### src/rtl/mem_stage_lsu.sv
`default_nettype none
// ============================================================================
// Module   : mem_stage_lsu
// Purpose  : Memory-stage load/store unit; runs one handshaked word access per
//            RV32I load/store and stalls the pipeline until it completes.
//            Optional macro LSU_MISALIGN_TRAP_EN flags misaligned H/W accesses.
// Revision : 1.0 - initial release
// ============================================================================
module mem_stage_lsu #(
    parameter int TIMEOUT = 64,
    parameter int CNT_W   = 7
) (
    input  logic        clock,
    input  logic        reset,
    input  logic        i_valid,
    input  logic [31:0] i_insn,
    input  logic [31:0] i_addr,
    input  logic [31:0] i_store_data,
    output logic        o_stall,
    output logic [31:0] o_insn,
    output logic [31:0] o_ALU_O,
    output logic [31:0] o_mem_D,
    output logic        o_bus_err,
    output logic        o_misaligned,
    output logic        mem_req,
    output logic        mem_we,
    output logic [31:0] mem_addr,
    output logic [31:0] mem_wdata,
    output logic [3:0]  mem_wstrb,
    input  logic        mem_ready,
    input  logic [31:0] mem_rdata
);
    typedef enum logic [1:0] {
        S_IDLE = 2'd0,
        S_WAIT = 2'd1,
        S_DONE = 2'd2
    } state_t;

    localparam logic [CNT_W-1:0] C_CNT_LAST = CNT_W'(TIMEOUT - 1);

    state_t           state_q;
    logic [CNT_W-1:0] cnt_q;
    logic [31:0]      result_q;
    logic             mem_req_q;
    logic             mem_we_q;
    logic [31:0]      mem_addr_q;
    logic [31:0]      mem_wdata_q;
    logic [3:0]       mem_wstrb_q;
    logic [1:0]       size_q;
    logic             uns_q;
    logic [1:0]       off_q;
    logic             bus_err_q;
    logic             misaligned_q;

    logic [2:0]       funct3_d;
    logic             is_load_d;
    logic             is_store_d;
    logic             is_mem_d;
    logic             mis_d;
    logic [1:0]       off_d;
    logic [31:0]      wdata_d;
    logic [3:0]       wstrb_d;
    logic [31:0]      shifted_d;
    logic [31:0]      load_d;

    assign funct3_d = i_insn[14:12];

    always_comb begin
        is_load_d  = (i_insn[6:0] == 7'b0000011) &&
                     (funct3_d inside {3'b000, 3'b001, 3'b010, 3'b100, 3'b101});
        is_store_d = (i_insn[6:0] == 7'b0100011) &&
                     (funct3_d inside {3'b000, 3'b001, 3'b010});
        is_mem_d   = i_valid && (is_load_d || is_store_d);

        // Offset bits below the access size never select a lane.
        case (funct3_d[1:0])
            2'b00:   off_d = i_addr[1:0];
            2'b01:   off_d = {i_addr[1], 1'b0};
            default: off_d = 2'b00;
        endcase

        case (funct3_d[1:0])
            2'b00:   wdata_d = {4{i_store_data[7:0]}};
            2'b01:   wdata_d = {2{i_store_data[15:0]}};
            default: wdata_d = i_store_data;
        endcase

        wstrb_d = 4'b0000;
        if (is_store_d) begin
            case (funct3_d[1:0])
                2'b00:   wstrb_d = 4'b0001 << off_d;
                2'b01:   wstrb_d = 4'b0011 << off_d;
                default: wstrb_d = 4'b1111;
            endcase
        end

`ifdef LSU_MISALIGN_TRAP_EN
        mis_d = ((funct3_d[1:0] == 2'b01) && i_addr[0]) ||
                ((funct3_d[1:0] == 2'b10) && (i_addr[1:0] != 2'b00));
`else
        mis_d = 1'b0;
`endif
    end

    assign shifted_d = mem_rdata >> {off_q, 3'b000};

    always_comb begin
        case (size_q)
            2'b00:   load_d = uns_q ? {24'd0, shifted_d[7:0]}
                                    : {{24{shifted_d[7]}}, shifted_d[7:0]};
            2'b01:   load_d = uns_q ? {16'd0, shifted_d[15:0]}
                                    : {{16{shifted_d[15]}}, shifted_d[15:0]};
            default: load_d = shifted_d;
        endcase
    end

    always_ff @(negedge clock or posedge reset) begin
        if (reset) begin
            state_q      <= S_IDLE;
            cnt_q        <= '0;
            result_q     <= 32'd0;
            mem_req_q    <= 1'b0;
            mem_we_q     <= 1'b0;
            mem_addr_q   <= 32'd0;
            mem_wdata_q  <= 32'd0;
            mem_wstrb_q  <= 4'd0;
            size_q       <= 2'd0;
            uns_q        <= 1'b0;
            off_q        <= 2'd0;
            bus_err_q    <= 1'b0;
            misaligned_q <= 1'b0;
        end else begin
            case (state_q)
                S_IDLE: begin
                    misaligned_q <= 1'b0;
                    if (is_mem_d) begin
                        result_q <= 32'd0;
                        if (mis_d) begin
                            misaligned_q <= 1'b1;
                            state_q      <= S_DONE;
                        end else begin
                            mem_req_q   <= 1'b1;
                            mem_we_q    <= is_store_d;
                            mem_addr_q  <= {i_addr[31:2], 2'b00};
                            mem_wdata_q <= wdata_d;
                            mem_wstrb_q <= wstrb_d;
                            size_q      <= funct3_d[1:0];
                            uns_q       <= funct3_d[2];
                            off_q       <= off_d;
                            cnt_q       <= '0;
                            state_q     <= S_WAIT;
                        end
                    end
                end
                S_WAIT: begin
                    // A response on the final budget cycle still counts as success.
                    if (mem_ready) begin
                        mem_req_q <= 1'b0;
                        cnt_q     <= '0;
                        if (!mem_we_q) begin
                            result_q <= load_d;
                        end
                        state_q   <= S_DONE;
                    end else if (cnt_q == C_CNT_LAST) begin
                        mem_req_q <= 1'b0;
                        bus_err_q <= 1'b1;
                        result_q  <= 32'd0;
                        cnt_q     <= '0;
                        state_q   <= S_DONE;
                    end else begin
                        cnt_q <= cnt_q + 1'b1;
                    end
                end
                S_DONE: begin
                    misaligned_q <= 1'b0;
                    state_q      <= S_IDLE;
                end
                default: state_q <= S_IDLE;
            endcase
        end
    end

    assign o_stall      = !reset && (((state_q == S_IDLE) && is_mem_d) || (state_q == S_WAIT));
    assign o_insn       = i_insn;
    assign o_ALU_O      = i_addr;
    assign o_mem_D      = (state_q == S_DONE) ? result_q : 32'd0;
    assign o_bus_err    = bus_err_q;
    assign o_misaligned = misaligned_q;
    assign mem_req      = mem_req_q;
    assign mem_we       = mem_we_q;
    assign mem_addr     = mem_addr_q;
    assign mem_wdata    = mem_wdata_q;
    assign mem_wstrb    = mem_wstrb_q;

endmodule
`default_nettype wire

### config.mk
export PLATFORM = sky130hd
export DESIGN_NAME = mem_stage_lsu
export DESIGN_NICKNAME = d
export VERILOG_FILES = /design/src/rtl/mem_stage_lsu.sv
export SDC_FILE = /design/constraint.sdc
export NUM_CORES = 1
export LEC_CHECK = 0
export CAP_MARGIN = 20
export CORE_MARGIN = 5
export CORE_UTILIZATION = 41
export DETAILED_ROUTE_END_ITERATION = 7
export PLACE_DENSITY = 0.83
export SLEW_MARGIN = 5
export SYNTH_ARGS = -nofsm -noshare
export SYNTH_HDL_FRONTEND = slang
export SYNTH_SLANG_ARGS = --single-unit
### constraint.sdc
create_clock -name clock -period 5.1 [get_ports clock]
set_input_delay 1.02 -clock clock [delete_from_list [all_inputs] [get_ports clock]]
set_output_delay 1.02 -clock clock [all_outputs]
set_load 0.1 [all_outputs]
======== Yosys cells after proc, flatten, opt, wreduce, memory -nomap -nowiden ========
Index checks and enable logic that the tools add are counted.
storage, ports and cells
  output and inout port bits .............. 169
  logic and storage cells ................. 77
  bits of input ports ..................... 132
  bits in registers ....................... 115
operators by class
  mux-type cells .......................... 25
  equal/unequal tests ..................... 14
  add/sub/neg operators ................... 1
  bitwise operators ....................... 1
  shifts and indexed selects .............. 3
  reduce and logical (&&, ||, !) cells .... 21
operators by type and width
  operator               count
  $mux W32               7
  $pmux W32 S2           3
  $shr A32 B5 Y32        1
  $mux W7                3
  $eq A7 B6 Y1 const B   2
  $pmux W7 S2            1
  $pmux W2 S2            2
  $pmux W4 S2            1
  $add A7 B1 Y7 const B  1
  $eq A7 B2 Y1 const B   1
  $eq A2 B1 Y1 const B   3
  $eq A3 B3 Y1 const B   2
  $logic_not A2 Y1       3
  $mux W2                3
  $ne A3 B3 Y1 const B   2
  $reduce_and A2 Y1      3
  $reduce_and A3 Y1      2
  $logic_and A1 B1 Y1    5
  $reduce_bool A5 Y1     1
  $mux W4                1
  $reduce_and A4 Y1      1
  $shl A1 B2 Y4 const A  1
  $shl A2 B2 Y4 const A  1
  $eq A3 B1 Y1 const B   1
  11 further kinds       14

======== Logic depth before layout (Yosys ltp) ========
  depth in word-level cells ............... 8
  mapped depth ............................ 7
  gate-level depth less buffers ........... 5

==> metrics.yaml <==
outcome: "finished, violations left"
violations: "negative setup slack"
gr-usage-all-layers: 0.226
drt-initial-drc-count: 423
yosys_warnings: 0
nFillCells: 899
core_um2: 15000
power_frac_clock: 0.372
combPwrFrac: 0.307
tightest_slew_ps: 1040
fin_ws_ps: -174
power_density_nw_per_um2: 304
p_int_mw: 2.25
cts_htree_levels: 4
antenna_found_initial: 0
cap_viol_max_count: 0
cts_tree: "done"
synthArstFlopShare: 1.00
drive_above_1_share: 0.454
netlist_area_um2: 6230
rsz0062_at_grt: "true"
crit_type: "reg -> out"
gp_congestion: 0.891
antenna_left: 0
grt_pass1_vias: 5867
seq_area_um2: 2880
multiInputGateArea_um2: 3050
endpoint_kind: "output port"
hold_slack_ps: 437
cts.sinks: 115
clk_latency_ps: 390
p_total_mw: 3.38
pre_cts_ws_ps: -560
synth_xor_area_frac: 0.00281
cp_data_arrival_time_ps: 4250
vias: 5283
synth-compound-area-share: 0.123
syn_avg_cell_area_um2: 11.4
firstDrtPassIters: 4
dieArea_um2: 17800
synth_enable_flop_cells: 0
worstHoldPathType: "reg -> reg"
grt_max_degree: 62
p_switching_mw: 1.13
maxSlewHeadroom: 0.305
diodes: 0
numCtsBuffers: 17
drv_slew: 0
leakage_nw: 4.89
wl_per_cell_um: 21.6
synth_cells: 545
ys.flop_type: "dfrtn_1"
synth.distinct_cells: 51
gr-total-overflow: 0
cts_root_buffer: "clkbuf_16"
final_hold_viol_count: 0
vias_per_cell: 5.39
p_seq_frac: 0.321
dieWidth_um: 133
setup_viol: 50
hpwl_um: 14700
synthMuxAreaShare: 0.209
ys_seq_area_frac: 0.462
required_ps: 4080
nets: 914
clk_pin_slew_ps: 40
synth_seq_cells: 115
finClkSkew_ps: 13.5
start_kind: "flop"
drt_wl_total_um: 21200
synthAdderAreaFrac: 0.00201
fp.dieH_um: 133
start_util: 0.415
synthToLayoutAreaGrowth_pct: 78.3
crit_fanout: 2
io-pin-count: 301
synth_top_family_by_area: "multiplexers"
portBuffers: 253
peakVddDrop_mv: 0.260
drcViolationCount: 0
grt_pass1_wl_um: 31800
synthSimpleGateAreaFrac: 0.0935
num_rows: 45
swShare: 0.334
clockBufferDepth: 2
[routing by layer]
metal	track usage	vias up	wire length [µm]
li1	-	2371	-
met1	0.248	2625	7460
met2	0.394	233	11400
met3	0.0718	54	1600
met4	0.110	0	690
met5	0	-	0
[worst max-delay path: stages (launching register included)]
cell and delay [ps]:
dfrtn_1 420, and4bb_2 270, a41oi_4 280, buf_8 140, nor2_4 30, buf_12 170
[cell usage in the layout (no fill, tap or decap), types with 3 or more instances in the layout]
master             n
clkbuf_16         22
clkinv_2           4
a21oi_1            7
and2_1             3
inv_1              4
a221o_1            3
nand2_1           13
buf_16             3
mux2i_1           23
mux2_4            45
buf_8              5
a22o_4             5
nand3b_1           3
a211oi_1          20
nand4_1            3
o41ai_1            5
buf_12           108
a2bb2oi_1          8
bufinv_16          4
dfrtn_1          115
buf_6             14
conb_1             3
a221o_2            5
clkinvlp_4         3
clkdlybuf4s50_1  138
nand3_1            4
nor2_1            11
o21ai_0           29
and2_4            15
nor2b_1           10
mux2_2            50
nor3_1             9
dlymetal6s2s_1     6
and2_2            16
clkbuf_8           3
buf_4             31
clkbuf_2           3
[cells in the mapped netlist (4+ instances only)]
master / n / share of area
a221o_2: 5 / 0.0090
mux2i_1: 23 / 0.037
buf_1: 5 / 0.0030
a22o_2: 7 / 0.011
nand3_1: 4 / 0.0032
a211oi_1: 22 / 0.026
buf_2: 10 / 0.0080
dfrtn_1: 115 / 0.46
o41ai_1: 5 / 0.0070
clkbuf_1: 14 / 0.0084
and2_1: 34 / 0.034
buf_4: 68 / 0.082
a2bb2oi_1: 8 / 0.011
nand2_1: 14 / 0.0084
nor3_1: 9 / 0.0072
a21oi_1: 7 / 0.0056
inv_1: 5 / 0.0030
mux2_2: 93 / 0.17
nor2_1: 13 / 0.0078
nor2b_1: 12 / 0.012
o21ai_0: 30 / 0.024
[cells by family after synthesis]
| kind of cell | count (synthesis) |
|---|---|
| multiplexers | 118 |
| flip-flops | 115 |
| buffers and inverters | 104 |
| AO/OA/AOI/OAI | 102 |
| AND/OR/NAND/NOR | 102 |
| XOR/XNOR | 2 |
| adder cells (fa/ha/maj) | 1 |
| other | 1 |
[final timing paths]
kind                            slack (ps)            to  startpoint  cells past startpoint
worst max-delay path                  -170       o_stall  state_q[1]                      5
worst max register to register        2590  result_q[28]    off_q[1]                      4
worst min-delay path                   440      cnt_q[4]    cnt_q[4]                      1
worst min register to register         440      cnt_q[4]    cnt_q[4]                      1
min in group asynchronous             3640     o_bus_err       reset                      3
max in group asynchronous             1130   mem_addr[4]       reset                      3
[area by class of cell]
cell class              count  area share
clock buffers              21      0.0423
flip-flops and latches    115       0.259
well taps                 188      0.0212
inverters                   5     0.00203
repair buffers            313       0.387
clock inverters            10      0.0140
multi-input cells         329       0.274
[power groups by stage]
stage	logic, mW	registers, mW	clock network (mW)
after global routing	1.07	1.10	1.32
after CTS	1.02	1.08	1.27
after floorplan	0.406	1.38	0
after detailed placement	1.01	1.09	0
final	1.04	1.09	1.26
after global placement	0.991	1.09	0
[sequential cells by signal (all words and copies together) (netlist names), 2 cells and up]
signal / count
result_q: 32
mem_wdata: 32
size_q: 2
off_q: 2
cnt_q: 7
mem_wstrb: 4
mem_addr: 30
state_q: 2
[repair_timing]
item,in CTS,in global routing
gates cloned,6,5
endpoints found under the setup margin,120,127
hold buffers,0,0
pin swaps,6,18
endpoints found under the hold margin,0,0
gates resized for setup,37,98
setup buffers,11,4
[stage by stage]
step | std cells | cell area (µm²) | setup TNS (ps) | utilization
floorplan | 547 | 6310 | -82.1 | -
global placement | 923 | 9750 | -44440 | 0.648
detailed placement | 923 | 9750 | -50260 | 0.648
CTS | 971 | 10700 | -16110 | 0.711
global route | 981 | 11100 | -8460 | 0.740
finish | 981 | 11100 | -5420 | 0.740
Note: power is estimated with default switching activity, not from simulation.
==> RTL change (same flow settings) <==
`CNT_W`: 7 -> 8.
--- a/src/rtl/mem_stage_lsu.sv
+++ b/src/rtl/mem_stage_lsu.sv
@@ -10,3 +10,3 @@
     parameter int TIMEOUT = 64,
-    parameter int CNT_W   = 7
+    parameter int CNT_W   = 8
 ) (
Formal check against the unedited RTL: same outputs for any inputs over 4 cycles, from zero or initial values and one cycle with reset high; that may be too few to reach the edited logic, so the function may still have changed.
==> RTL change against the original RTL <==
- the flow still finishes with violations (setup timing)
- highest routed layer unchanged
- register-to-register slack lost 0.03 ns
- largest cell class unchanged
- routed wire length shrank 0.63%
- power shrank 4.4%
- cell area shrank 4.6%
- count of clock-buffer cells in the layout shrank 1
- synthesized area grew 1.5%
- sequential cell count grew 1
- worst setup slack gained 0.11 ns
- worst hold slack lost 0.0050 ns
==> RTL change: results (changes against the original RTL) <==
1st-iter DRT viols - 446 (was 423)
first-pass GRT wire length - 31800 um (about the same)
layout cell share with drive strength beyond 1 - 0.265 (was 0.454)
WHS Endpoint - result_q[28]$_DFFE_NP0P_ (was cnt_q[4]$_DFFE_NP0P_)
pin count of the biggest net entering global routing - 60 (was 62)
HPWL after detailed placement - 14800 um (was 14700 um)
most frequent cells after synthesis - nand2_1, dfrtn_1, buf_4, mux2i_1, nor2_1 (was dfrtn_1, mux2_2, buf_4, and2_1, o21ai_0)
status - complete, but fails checks (unchanged)
Worst VDD drop - 0.258 mV (was 0.260 mV)
synth unique cells - 50 (was 51)
post-synthesis xor/xnor area fraction - 0.00138 (was 0.00281)
max incr delay on CP - 0.45 ns (was 0.42 ns)
Sw Pwr - 1100 uW (was 1130 uW)
post-synthesis mux area share - 0.0856 (was 0.209)
Syn Area/Cell - 9.30 um^2 (was 11.4 um^2)
vias per cell - 5.28 (was 5.39)
FF/Latch Area - 0.00290 mm^2 (was 0.00288 mm^2)
Hold Startpoint - result_q[28]$_DFFE_NP0P_ (was cnt_q[4]$_DFFE_NP0P_)
Post-Route Setup TNS - -1.07 ns (was -5.42 ns)
Adder-Cell Fraction of Synth Area - 0.00198 (was 0.00201)
clock skew - 0.00922 ns (was 0.0135 ns)
number of global-route vias before repair - 6016 (was 5867)
post-route setup slack - -0.0601 ns (was -0.174 ns)
Finish-stage setup viols - 33 (was 50)
crit path to - o_mem_D[15] (was o_stall)
Syn-to-layout area delta - 67.5% (was 78.3%)
slew margin rel. - 0.287 (was 0.305)
GRT Overall Usage - 0.225 (was 0.226)
failing checks - setup timing (unchanged)
Pleak - 0.00483 uW (was 0.00489 uW)
non-filler instance count after layout - 1096 (was 981)
-- RTL change: repair_timing --
| action | CTS | global route |
|---|---|---|
| resized for setup | 9 | 6 |
| cloned | 1 | 4 |
| setup buffers | 4 | 1 |
| setup endpoints to repair | 59 | 132 |
| pin swaps | 5 | 3 |
-- RTL change: per-layer routing --
| metal | vias to the layer above | global-route usage |
|---|---|---|
| li1 | 2673 | - |
| met1 | 2779 | 0.255 |
| met2 | 285 | 0.377 |
| met3 | 50 | 0.0919 |
| met4 | 0 | 0.0922 |
| met5 | - | 0 |
-- RTL change: final cells by class --
| class | count | area share |
|---|---|---|
| clock buffers | 20 | 0.0412 |
| multi-input cells | 460 | 0.262 |
| flip-flops and latches | 116 | 0.274 |
| inverters | 4 | 0.00177 |
| repair buffers | 297 | 0.384 |
| clock inverters | 11 | 0.0151 |
| well taps | 188 | 0.0222 |
-- RTL change: power by group through the flow --
| stage | clock (uW) | sequential [uW] | combinational [uW] |
|---|---|---|---|
| 6_report | 1220 | 1040 | 964 |
| 5_1_grt | 1290 | 1050 | 999 |
| 4_1_cts | 1240 | 1040 | 965 |
| 3_5_place_dp | 0 | 1050 | 960 |
| 3_3_place_gp | 0 | 1050 | 951 |
| 2_1_floorplan | 0 | 1330 | 390 |
-- RTL change: kinds of logic (layout without fill, tap and decap cells) --
| family | after synthesis | after routing |
|---|---|---|
| simple gates | 272 | 272 |
| compound gates | 131 | 132 |
| flops | 116 | 116 |
| mux | 51 | 51 |
| xor+xnor | 1 | 1 |
| other cells | 1 | 3 |
| fa+ha+maj | 1 | 1 |
| buf+inv | 108 | 332 |
